$ cat src/rtl/rate_divided_hex_counter_pkg.sv
// Shared constants and helpers for the rate-divided hex counter.
// HEX_COUNTER_BCD_EN selects a decimal (0..9) digit instead of full hex.
package hex_counter_pkg;

   localparam logic [1:0] RATE_FULL = 2'b00;
   localparam logic [1:0] RATE_1S   = 2'b01;
   localparam logic [1:0] RATE_2S   = 2'b10;
   localparam logic [1:0] RATE_4S   = 2'b11;

`ifdef HEX_COUNTER_BCD_EN
   localparam logic [3:0] DIGIT_TERM = 4'd9;
`else
   localparam logic [3:0] DIGIT_TERM = 4'hF;
`endif

   // Divider reload value: one less than the tick period for the selected rate.
   function automatic longint unsigned period_m1(input logic [1:0] rate,
                                                 input longint unsigned clk_hz);
      longint unsigned val;
      case (rate)
         RATE_FULL: val = 64'd0;
         RATE_1S:   val = clk_hz - 64'd1;
         RATE_2S:   val = 64'd2 * clk_hz - 64'd1;
         default:   val = 64'd4 * clk_hz - 64'd1;
      endcase
      return val;
   endfunction

endpackage

$ cat src/rtl/rate_divided_hex_counter_if.sv
// Control/digit bundle between the counter and its driver.
interface rate_divided_hex_counter_if;
   logic       enable;
   logic [1:0] sel;
   logic       load;
   logic [3:0] load_val;
   logic [3:0] digit;
   logic       tick;
   logic       wrap;

   modport master (
      output enable, sel, load, load_val,
      input  digit, tick, wrap
   );

   modport slave (
      input  enable, sel, load, load_val,
      output digit, tick, wrap
   );
endinterface

$ cat src/rtl/rate_divided_hex_counter_rate_divider.sv
// Programmable down-counter producing a one-cycle enable tick.
module rate_divider
   import hex_counter_pkg::*;
#(
   parameter int unsigned CLK_HZ = 50000000,
   parameter int unsigned DIV_W  = 28
) (
   input  logic       CLOCK_50,
   input  logic       reset,
   input  logic       enable,
   input  logic [1:0] sel,
   input  logic       restart,
   output logic       tick
);

   localparam longint unsigned MaxReload = 64'd4 * 64'(CLK_HZ) - 64'd1;

   if ((MaxReload >> DIV_W) != 64'd0) begin : g_width_check
      $error("DIV_W too narrow to hold 4*CLK_HZ-1");
   end

   logic [DIV_W-1:0] div_cnt;
   logic [DIV_W-1:0] reload;

   // sel only matters here, so it is sampled solely on tick or restart.
   assign reload = DIV_W'(period_m1(sel, 64'(CLK_HZ)));
   assign tick   = enable & ~restart & (div_cnt == '0);

   always_ff @(posedge CLOCK_50 or posedge reset) begin
      if (reset) begin
         div_cnt <= '0;
      end else if (restart || tick) begin
         div_cnt <= reload;
      end else if (enable) begin
         div_cnt <= div_cnt - DIV_W'(1);
      end
   end

endmodule

$ cat src/rtl/rate_divided_hex_counter.sv
// Digit source for the 7-segment decoder: rate divider plus 4-bit counter.
// HEX_COUNTER_BCD_EN limits the digit to 0..9.
module rate_divided_hex_counter
   import hex_counter_pkg::*;
#(
   parameter int unsigned CLK_HZ = 50000000,
   parameter int unsigned DIV_W  = 28
) (
   input logic                        CLOCK_50,
   input logic                        reset,
   rate_divided_hex_counter_if.slave  bus
);

   logic       tick;
   logic [3:0] digit;
   logic [3:0] load_digit;

   rate_divider #(
      .CLK_HZ (CLK_HZ),
      .DIV_W  (DIV_W)
   ) u_div (
      .CLOCK_50 (CLOCK_50),
      .reset    (reset),
      .enable   (bus.enable),
      .sel      (bus.sel),
      .restart  (bus.load),
      .tick     (tick)
   );

`ifdef HEX_COUNTER_BCD_EN
   assign load_digit = (bus.load_val > 4'd9) ? 4'd0 : bus.load_val;
`else
   assign load_digit = bus.load_val;
`endif

   always_ff @(posedge CLOCK_50 or posedge reset) begin
      if (reset) begin
         digit <= 4'd0;
      end else if (bus.load) begin
         digit <= load_digit;
      end else if (tick) begin
         digit <= (digit == DIGIT_TERM) ? 4'd0 : digit + 4'd1;
      end
   end

   assign bus.digit = digit;
   assign bus.tick  = tick;
   assign bus.wrap  = tick & (digit == DIGIT_TERM);

endmodule

$ cat src/flat_wrapper.sv
// flat-port wrapper written by rule: the top's interface ports become plain ports
module rate_divided_hex_counter_flat import hex_counter_pkg::*;
#(
   parameter int unsigned CLK_HZ = 50000000,
   parameter int unsigned DIV_W  = 28
)
  (CLOCK_50, reset, bus_enable, bus_sel, bus_load, bus_load_val, bus_digit, bus_tick, bus_wrap);
  rate_divided_hex_counter_if bus_i ();
  input logic CLOCK_50;
  input logic reset;
  input wire logic [$bits(bus_i.enable)-1:0] bus_enable;
  input wire logic [$bits(bus_i.sel)-1:0] bus_sel;
  input wire logic [$bits(bus_i.load)-1:0] bus_load;
  input wire logic [$bits(bus_i.load_val)-1:0] bus_load_val;
  output wire logic [$bits(bus_i.digit)-1:0] bus_digit;
  output wire logic [$bits(bus_i.tick)-1:0] bus_tick;
  output wire logic [$bits(bus_i.wrap)-1:0] bus_wrap;
  assign bus_i.enable = bus_enable;
  assign bus_i.sel = bus_sel;
  assign bus_i.load = bus_load;
  assign bus_i.load_val = bus_load_val;
  assign bus_digit = bus_i.digit;
  assign bus_tick = bus_i.tick;
  assign bus_wrap = bus_i.wrap;
  rate_divided_hex_counter #(.CLK_HZ(CLK_HZ), .DIV_W(DIV_W)) u_core (.CLOCK_50(CLOCK_50), .reset(reset), .bus(bus_i));
endmodule
$ cat config.mk
export PLATFORM = sky130hd
export DESIGN_NAME = rate_divided_hex_counter_flat
export DESIGN_NICKNAME = d
export VERILOG_FILES = /design/src/rtl/rate_divided_hex_counter_pkg.sv /design/src/rtl/rate_divided_hex_counter_if.sv /design/src/rtl/rate_divided_hex_counter_rate_divider.sv /design/src/rtl/rate_divided_hex_counter.sv /design/src/flat_wrapper.sv
export SDC_FILE = /design/constraint.sdc
export NUM_CORES = 1
export LEC_CHECK = 0
export ABC_CLOCK_PERIOD_IN_PS = 3200
export BUFFER_PORTS_ARGS = -buffer_cell sky130_fd_sc_hd__clkbuf_2
export CAP_MARGIN = 40
export CELL_PAD_IN_SITES_DETAIL_PLACEMENT = 1
export CELL_PAD_IN_SITES_GLOBAL_PLACEMENT = 2
export CORE_MARGIN = 2
export CORE_UTILIZATION = 35
export DETAILED_ROUTE_END_ITERATION = 10
export GPL_TIMING_DRIVEN = 0
export PLACE_DENSITY_LB_ADDON = 0.1
export SYNTH_ARGS = -nofsm -noshare
export SYNTH_HDL_FRONTEND = slang
export SYNTH_SLANG_ARGS = --single-unit
$ cat constraint.sdc
create_clock -name CLOCK_50 -period 3.2 [get_ports CLOCK_50]
set_input_delay 0.16 -clock CLOCK_50 [delete_from_list [all_inputs] [get_ports CLOCK_50]]
set_output_delay 0.16 -clock CLOCK_50 [all_outputs]
set_load 0.01 [all_outputs]
==> results.ini, run 1 <==
[timing]
clock_skew_ps = 3.01
finalHoldViolCount = 0
tightest_slew_ps = 659
fin_crit_sh_pct = 82.1
fin_tns_setup_ps = 0
fin_ws_ps = 574
finalMaxSlewViolations = 0
rsz0062_at_grt = false
final.min_clock_period_ps = 2630
finalSetupViolations = 0
max_slew_margin_pct = 55.7
fmax_mhz = 381

[finish]
final_nets = 228
fillers = 626
multiInputGateArea_um2 = 1000
area_delta_synth_final_pct = 15.0
diodes = 0
design_area_um2 = 2160
drive_above_1_share_pct = 19.4
register_area_um2 = 801

[synth]
ys_ff_latch = 32
synth.most_common_cell = dfrtp_1
synth.area.top_cells = dfrtp_1 (43%), xnor2_1 (9.8%), a21oi_1 (5.9%), ha_1 (4.7%), nor3_1 (4.3%)
async_flop_share_pct = 100
synth_edf_count = 0
synth_ff_type = dfrtp_1
synth_nets = 204
synth_commonest_cells = dfrtp_1 (32), a21oi_1 (22), xnor2_1 (21), nor3_1 (16), nor2_1 (14)
syn_inst = 187
synth-seq-area-share_pct = 42.7
yosys.area.top_type = dfrtp_1
yosys.area.top_type_share_pct = 42.7
postSynthAreaPerCell_um2 = 10.0
ys_types = 40
netlist_area_um2 = 1880
ys_warn_count = 0

[global_routing]
grt_pass1_wl_um = 7870
grt_max_degree = 22
grt_overflow = 0
grt_pass1_vias = 1584
antenna_found_initial = 0
grt.total_usage_pct = 17.0

[setup_path]
path_cells = or4_4, nor3_1, and3_1, buf_2, and4_1, clkbuf_2
crit_type = reg2out
cp.arrival_ps = 2470
cpPeakStageDelay_ps = 600
cp_num_buf_inv = 2
crit_path_max_fanout = 7
cp_slowest_cell = or4_4
end_kind = output port
start_kind = flip-flop
crit_family = simple AND/OR/NAND/NOR gates
crit_required_ps = 3040

[place]
placed_area_um2 = 2070
place_congestion = 0.698
place_ws_ps = 694
hpwl_um = 3500
io_buffers = 15

[floorplanning]
rows = 26
dieArea_um2 = 5960
die_y_um = 77.2
initial_core_util_pct = 36.5
die_w_um = 77.2
pin_count = 16
core_um2 = 5140

[detailed_routing]
drt-initial-drc-count = 43
drc = 0
dr.pass1.iters = 4
viasPerCell = 5.23
routed_wl_um = 4500
num_vias = 1470
wl_per_cell_um = 16.0
drtAntennaViolNets = 0

[power]
ir_drop_v = 0.000222
cellPowerDensity_nw_per_um2 = 422
p_leak_nw = 0.860

[clocking]
clock-sinks = 32
clkLatencyLatePin_ps = 280
tritoncts = built
cts-root-buf = clkbuf_8
cts_buffers = 5
postCtsResizedCells = 0
cts_buffer_depth = 2
h-tree-depth = 2
cts.reportedPaths.clkPinSlew_ps = 60

[run_status]
status = complete, no violations

[hold_path]
hp-class = in2reg

[run]
maxCapViolCount = 0

==> through the flow <==
step / hold slack [ps] / std cells / total power [mW] / util [%]
after CTS: 83.6 / 281 / 0.925 / 42.0
after detailed placement: 242 / 273 / 0.624 / 40.2
after floorplan: 276 / 187 / 0.573 / -
after global routing: 104 / 281 / 0.969 / 42.0
after global placement: 370 / 272 / 0.608 / 39.7
final: 92.4 / 281 / 0.910 / 42.0
==> cells by family (layout without fill, tap and decap cells) <==
| group | count (synthesis) | count (layout) | synth area share, % |
|---|---|---|---|
| buffers and inverters | 12 | 36 | 3.80 |
| AND/OR/NAND/NOR | 71 | 71 | 24.5 |
| multiplexers | 2 | 2 | 1.07 |
| adder cells (fa/ha/maj) | 7 | 7 | 4.67 |
| flip-flops | 32 | 32 | 42.7 |
| XOR/XNOR | 25 | 25 | 11.7 |
| AO/OA/AOI/OAI | 38 | 38 | 11.7 |
==> worst reg2reg max path, cell delays in order, from the launching register on <==
cell	delay [ps]
dfrtp_1	450
or4_4	600
nor3_1	410
a31oi_1	280
nor2b_1	260
buf_2	300
a21oi_1	80
==> repair_timing <==
action	in CTS	in global routing
endpoints found under the hold margin	11	0
buffers inserted	0	0
hold buffers	1	0
==> cell type report <==
class / instances / area share [%]
Multi-Input combinational cell: 143 / 46.6
Sequential cell: 32 / 37.1
Timing Repair Buffer: 17 / 5.22
Tap cell: 70 / 4.06
Clock buffer: 5 / 3.19
Buffer: 7 / 2.43
Inverter: 5 / 0.870
Clock inverter: 2 / 0.580
==> report_power, final <==
part | switching (mW) | internal (mW)
clock network | 0.148 | 0.147
registers | 0.0397 | 0.440
logic | 0.0720 | 0.0636
total | 0.259 | 0.651
==> flip-flops by register name, indices dropped and copies added (netlist names) <==
register and count:
u_core.u_div.div_cnt 28, u_core.bus.digit 4
==> path summary, 6_finish.rpt <==
path | end | cells past startpoint | slack (ps) | startpoint
max | bus_wrap | 6 | 570 | u_core.u_div.div_cnt[18]$_DFFE_PP0P_
min | u_core.bus.digit[0]$_DFFE_PP0P_ | 3 | 90 | bus_load_val[0]
max reg2reg | u_core.u_div.div_cnt[2]$_DFFE_PP0P_ | 6 | 700 | u_core.u_div.div_cnt[18]$_DFFE_PP0P_
min reg2reg | u_core.u_div.div_cnt[9]$_DFFE_PP0P_ | 2 | 580 | u_core.u_div.div_cnt[9]$_DFFE_PP0P_
max in group asynchronous | u_core.u_div.div_cnt[5]$_DFFE_PP0P_ | 4 | 2210 | reset
min in group asynchronous | u_core.u_div.div_cnt[24]$_DFFE_PP0P_ | 3 | 480 | reset
==> routing by layer <==
metal	up-vias	track usage [%]	wire length (µm)
met5	-	0	0
met4	0	6.43	68
met3	5	3.29	99
met2	16	27.7	2210
met1	733	22.2	2120
li1	716	-	-
==> placed cells by master, fill, tap and decap left out, types with 5 or more instances in the layout <==
cell type,instances
clkbuf_8,5
nor2_1,14
dfrtp_1,32
nor3_1,16
xnor2_1,21
clkbuf_2,15
ha_1,7
a21oi_1,22
inv_1,5
nand2_1,9
Power figures use the tool's default switching activity.
==> inputs of run 2 (changes only) <==
Settings changed: ABC_AREA from default to 1, ABC_CLOCK_PERIOD_IN_PS 3200 to 2740, CORE_UTILIZATION 35 to 33.
Clock period 3.2 ns to 2.74 ns, I/O delays scaled along.
==> run 2 against run 1 <==
Worst hold slack worse by 22 ps. Clock skew up 1.8 ps. Sequential cell count unchanged. Final cell count up 81%. Non-clock buffer count up 1. Clock power up 58%. Sequential power up 27%. Wire length up 67%. Core utilization down 3.4 points. Global-route usage up 2.7 points. Combinational power rose to 2.9 times the previous value.
==> results.ini, run 2 <==
[synth]
synth_edf_count = 0
async_flop_share_pct = 100
syn_inst = 385
yosys.area.top_type = dfrtp_1
ys_ff_latch = 32
synth_ff_type = dfrtp_1
ys_warn_count = 0
yosys.area.top_type_share_pct = 32.3
postSynthAreaPerCell_um2 = 6.44
netlist_area_um2 = 2480
synth.area.top_cells = dfrtp_1 (32%), nand2_1 (27%), nor2_1 (8.8%), inv_1 (3.9%), buf_6 (3.6%)
synth-seq-area-share_pct = 32.3
synth.most_common_cell = nand2_1
synth_nets = 402
synth_commonest_cells = nand2_1 (178), nor2_1 (58), dfrtp_1 (32), inv_1 (26), nand3_1 (16)
ys_types = 25

[detailed_routing]
drt-initial-drc-count = 48
routed_wl_um = 7530
num_vias = 2390
dr.pass1.iters = 4
viasPerCell = 4.70
drc = 0
drtAntennaViolNets = 0
wl_per_cell_um = 14.8

[floorplanning]
initial_core_util_pct = 34.2
rows = 31
die_w_um = 90.7
die_y_um = 90.7
dieArea_um2 = 8230
core_um2 = 7250
pin_count = 16

[clocking]
clkLatencyLatePin_ps = 290
tritoncts = built
cts_buffers = 5
cts.reportedPaths.clkPinSlew_ps = 70
h-tree-depth = 2
postCtsResizedCells = 0
cts-root-buf = clkbuf_8
clock-sinks = 32
cts_buffer_depth = 2

[timing]
final.min_clock_period_ps = 1860
finalMaxSlewViolations = 0
fin_ws_ps = 876
clock_skew_ps = 4.85
finalSetupViolations = 0
fmax_mhz = 536
fin_tns_setup_ps = 0
whs_ps = 70.3
fin_crit_sh_pct = 68.0
rsz0062_at_grt = false
tightest_slew_ps = 756
max_slew_margin_pct = 49.5
finalHoldViolCount = 0

[run]
maxCapViolCount = 0

[global_routing]
antenna_found_initial = 0
grt_max_degree = 33
grt.total_usage_pct = 19.7
grt_overflow = 0
grt_pass1_wl_um = 12900
grt_pass1_vias = 2453

[power]
ir_drop_v = 0.000253
cellPowerDensity_nw_per_um2 = 526
p_leak_nw = 1.49

[setup_path]
crit_required_ps = 2600
crit_path_max_fanout = 5
path_cells = nor2_1, nand2_1, nor2_1, nand2_2, inv_2, nand2_4, nor2_1, clkbuf_2
cpPeakStageDelay_ps = 450
crit_top_cell = nor2_1
cp.arrival_ps = 1730
start_kind = flip-flop
end_kind = output port
crit_type = reg2out
cp_slowest_cell = dfrtp_1

[finish]
largest_register_ff_count = 28
final_nets = 425
layout_commonest_cell = nand2_1
regMostFlops = u_core.u_div.div_cnt
layout_common_cells = nand2_1 (178), nor2_1 (58), dfrtp_1 (32)
design_area_um2 = 2800
fin_cells = 508
top_regs = u_core.u_div.div_cnt: 28 flops, u_core.bus.digit: 4 flops
diodes = 0
area_delta_synth_final_pct = 12.8
drive_above_1_share_pct = 12.5

[place]
io_buffers = 15
placed_area_um2 = 2680
place_congestion = 0.805
dpl.cell_count = 499
place_ws_ps = 897
hpwl_um = 5810

[run_status]
status = complete, no violations

[hold_path]
hp-class = in2reg

[run 2: cell types whose count changed in the layout (fill, tap and decap cells not counted), sizes merged, moves of 4 or more]
cell and delta:
nor3 -18, nand2 +175, nor2 +49, xnor2 -15
nand3 +16, nand4 +4, o21ai +11, inv +24
a21oi -24, or3 -4
[run 2: final timing paths]
path	from	to	slack, ps	cells after the start
max in group asynchronous	reset	u_core.u_div.div_cnt[14]$_DFFE_PP0P_	1740	3
worst max-delay path	u_core.u_div.div_cnt[22]$_DFFE_PP0P_	bus_wrap	880	8
worst min register to register	u_core.u_div.div_cnt[0]$_DFFE_PP0P_	u_core.u_div.div_cnt[0]$_DFFE_PP0P_	520	2
worst min-delay path	bus_load_val[0]	u_core.bus.digit[0]$_DFFE_PP0P_	70	3
worst max register to register	u_core.u_div.div_cnt[22]$_DFFE_PP0P_	u_core.u_div.div_cnt[18]$_DFFE_PP0P_	880	12
min in group asynchronous	reset	u_core.u_div.div_cnt[0]$_DFFE_PP0P_	520	3
[run 2: cells by family after synthesis]
group / synth area share, %
simple gates: 46.3
buf+inv: 8.98
flops: 32.3
xor+xnor: 4.59
compound gates: 4.29
fa+ha+maj: 3.53
[run 2: area by class of cell]
type | count | area [µm²]
fillers | 980 | 4460
clock inverters | 2 | 35.0
flip-flops and latches | 32 | 801
repair buffers | 16 | 85.1
clock buffers | 6 | 72.6
plain buffers | 9 | 97.6
multi-input cells | 314 | 1460
inverters | 30 | 125
well taps | 99 | 124
[run 2: stage by stage]
step | power (mW) | utilization [%]
detailed placement | 1.02 | 37.0
global route | 1.57 | 38.6
CTS | 1.49 | 38.6
global placement | 1.00 | 37.0
finish | 1.47 | 38.6
floorplan | 0.888 | -
[run 2: report_power, final]
part           internal [mW]  total, mW  switching (mW)
clock network          0.270      0.467           0.197
registers              0.530      0.608          0.0783
logic                  0.141      0.397           0.256
[run 2: routing by layer]
layer  vias to the layer above  track usage, %  share of wire [%]
met5                         -               0                  0
met4                         0            3.85               0.86
met3                         5            2.34                1.4
met2                        12            33.2                 47
met1                      1143            27.2                 50
li1                       1230               -                  -
[run 2: critical path, delay by kind of cell, from the launching register on]
kind	cells	cell delay, ps
buf+inv	2	230
flops	1	450
simple gates	6	760
[run 2: what timing repair did]
action / CTS / global route
setup buffers: 0 / 0
endpoints found under the hold margin: 12 / 0
hold buffers: 1 / 0
==> inputs of run 3 (changes only) <==
Settings changed: ABC_CLOCK_PERIOD_IN_PS 2740 to 1700, CORE_UTILIZATION 33 to 30.
Clock period 2.74 ns to 1.7 ns, I/O delays scaled along.
==> run 3 against run 2 <==
Register-to-register slack got worse by 910 ps. Worst hold slack got worse by 44 ps. The flow now finishes with violations (setup timing). Core utilization is 4.1 points higher. Wire length up 18%. Critical endpoint is now u_core.u_div.div_cnt[16]$_DFFE_PP0P_. Total power is 78% higher.
==> results.ini, run 3 (synthesis results as in run 2) <==
[timing]
rsz0062_at_grt = true
finalMaxSlewViolations = 0
finalHoldViolCount = 0
finalSetupViolations = 2
max_slew_margin_pct = 48.4
fin_crit_sh_pct = 102
fmax_mhz = 578
tightest_slew_ps = 773
fin_tns_setup_ps = -36.2
clock_skew_ps = 6.66
fin_ws_ps = -30.8
final.min_clock_period_ps = 1730

[floorplanning]
initial_core_util_pct = 30.5
die_w_um = 94.9
dieArea_um2 = 9010
core_um2 = 8130
pin_count = 16
die_y_um = 94.9
rows = 33

[global_routing]
grt_overflow = 0
grt_max_degree = 33
grt.total_usage_pct = 20.7
antenna_found_initial = 0
grt_pass1_vias = 2594
grt_pass1_wl_um = 14000

[setup_path]
cp.arrival_ps = 1920
r2r-end = u_core.u_div.div_cnt[16]$_DFFE_PP0P_
crit_required_ps = 1890
rrSetupSlack_ps = -30
r2r-start = u_core.u_div.div_cnt[12]$_DFFE_PP0P_
crit_type = reg2reg
start_kind = flip-flop
crit_path_max_fanout = 4
end_kind = flip-flop
reg2reg_depth = 13

[power]
cellPowerDensity_nw_per_um2 = 755
p_leak_nw = 1.76
ir_drop_v = 0.000406

[detailed_routing]
wl_per_cell_um = 16.1
routed_wl_um = 8910
drc = 0
drtAntennaViolNets = 0
num_vias = 2628
viasPerCell = 4.76
drt-initial-drc-count = 73
dr.pass1.iters = 4

[finish]
diodes = 0
final_nets = 464
finish.utilization_pct = 42.6
area_delta_synth_final_pct = 39.7
layout_common_cells = nand2_1 (143), buf_4 (35), nand2_2 (32)
regMostFlops = u_core.u_div.div_cnt
layout_commonest_cell = nand2_1
largest_register_ff_count = 28
fillers = 1037
drive_above_1_share_pct = 38.5
top_regs = u_core.u_div.div_cnt: 28 flops, u_core.bus.digit: 4 flops

[run]
maxCapViolCount = 0

[run_status]
status = complete, but fails checks
violations = setup timing

[place]
io_buffers = 15
hpwl_um = 5850
place_congestion = 0.785

[clocking]
cts_buffers = 5
clock-sinks = 32
cts.reportedPaths.clkPinSlew_ps = 80
clkLatencyLatePin_ps = 290
cts-root-buf = clkbuf_8
h-tree-depth = 2
tritoncts = built
cts_buffer_depth = 2

[hold_path]
hp-class = in2reg
holdPathStages = 3
hp-start = bus_load_val[0]
whs_endpoint = u_core.bus.digit[0]$_DFFE_PP0P_

## run 3: cell count changes in the layout (fill, tap and decap cells not counted), moves of 6 or more
cell / delta
dfrtp_2: +12
nor2_2: +14
dfrtp_1: -12
nand2_2: +29
nand2_1: -35
nand2_4: +6
nor2_4: +15
buf_4: +34
nor2_1: -29
## run 3: worst max-delay path by stage
stage                                          from                              endpoint  cells past startpoint  slack (ps)
3_3_place_gp    u_core.u_div.div_cnt[0]$_DFFE_PP0P_  u_core.u_div.div_cnt[14]$_DFFE_PP0P_                     10        -140
2_1_floorplan   u_core.u_div.div_cnt[0]$_DFFE_PP0P_   u_core.u_div.div_cnt[0]$_DFFE_PP0P_                     13         140
4_1_cts         u_core.u_div.div_cnt[9]$_DFFE_PP0P_  u_core.u_div.div_cnt[16]$_DFFE_PP0P_                     13          -3
6_report       u_core.u_div.div_cnt[12]$_DFFE_PP0P_  u_core.u_div.div_cnt[16]$_DFFE_PP0P_                     13         -30
3_5_place_dp    u_core.u_div.div_cnt[0]$_DFFE_PP0P_  u_core.u_div.div_cnt[14]$_DFFE_PP0P_                     10        -150
5_1_grt        u_core.u_div.div_cnt[10]$_DFFE_PP0P_  u_core.u_div.div_cnt[26]$_DFFE_PP0P_                     11        -140
## run 3: final cells by class
cell class	count	area, µm²	area share (%)
multi-input cells	314	1750	50.6
inverters	30	125	3.61
repair buffers	56	438	12.6
well taps	105	131	3.79
plain buffers	8	108	3.10
clock buffers	7	96.3	2.78
flip-flops and latches	32	816	23.5
## run 3: layer usage
metal | vias to the layer above | share of wire (%) | GRT usage (%)
met5 | - | 0 | 0
met1 | 1289 | 46 | 28.2
met2 | 25 | 50 | 35.5
met3 | 6 | 2.3 | 2.71
met4 | 0 | 0.83 | 3.74
li1 | 1308 | - | -
## run 3: critical path, cell delays in order (launching register included)
cell and delay (ps):
dfrtp_2 470, nor2_4 140, nand2_2 90, nor2_4 120, buf_4 110, buf_4 90, buf_4 90, buf_4 110
nand2_2 60, xnor2_2 140, nand2_2 60, nand2_1 40, nand2_1 60, nand2_1 50
## run 3: stage by stage
| stage | std cells | hold WS, ps | power [mW] | worst slack (ps) | instance area (µm²) |
|---|---|---|---|---|---|
| after floorplan | 385 | 201 | 1.43 | 136 | 2480 |
| after global placement | 505 | 315 | 1.62 | -145 | 2690 |
| after detailed placement | 505 | 264 | 1.64 | -152 | 2690 |
| after CTS | 543 | 34.6 | 2.50 | -2.63 | 3160 |
| after global routing | 552 | 38.4 | 2.80 | -142 | 3470 |
| final | 552 | 26.0 | 2.62 | -30.8 | 3470 |
## run 3: timing repair
| item | CTS | global route |
|---|---|---|
| gates cloned | 2 | 2 |
| setup buffers | 29 | 7 |
| resized for setup | 41 | 78 |
| hold buffers | 1 | 0 |
| setup endpoints to repair | 30 | 32 |
| pin swaps | 13 | 22 |
| endpoints found under the hold margin | 32 | 0 |
## run 3: report_power, final
| part | total (mW) | switching [mW] | internal (mW) |
|---|---|---|---|
| Combinational | 0.940 | 0.545 | 0.395 |
| Clock | 0.678 | 0.317 | 0.361 |
| Sequential | 1.00 | 0.139 | 0.861 |
| Total | 2.62 | 1.00 | 1.62 |
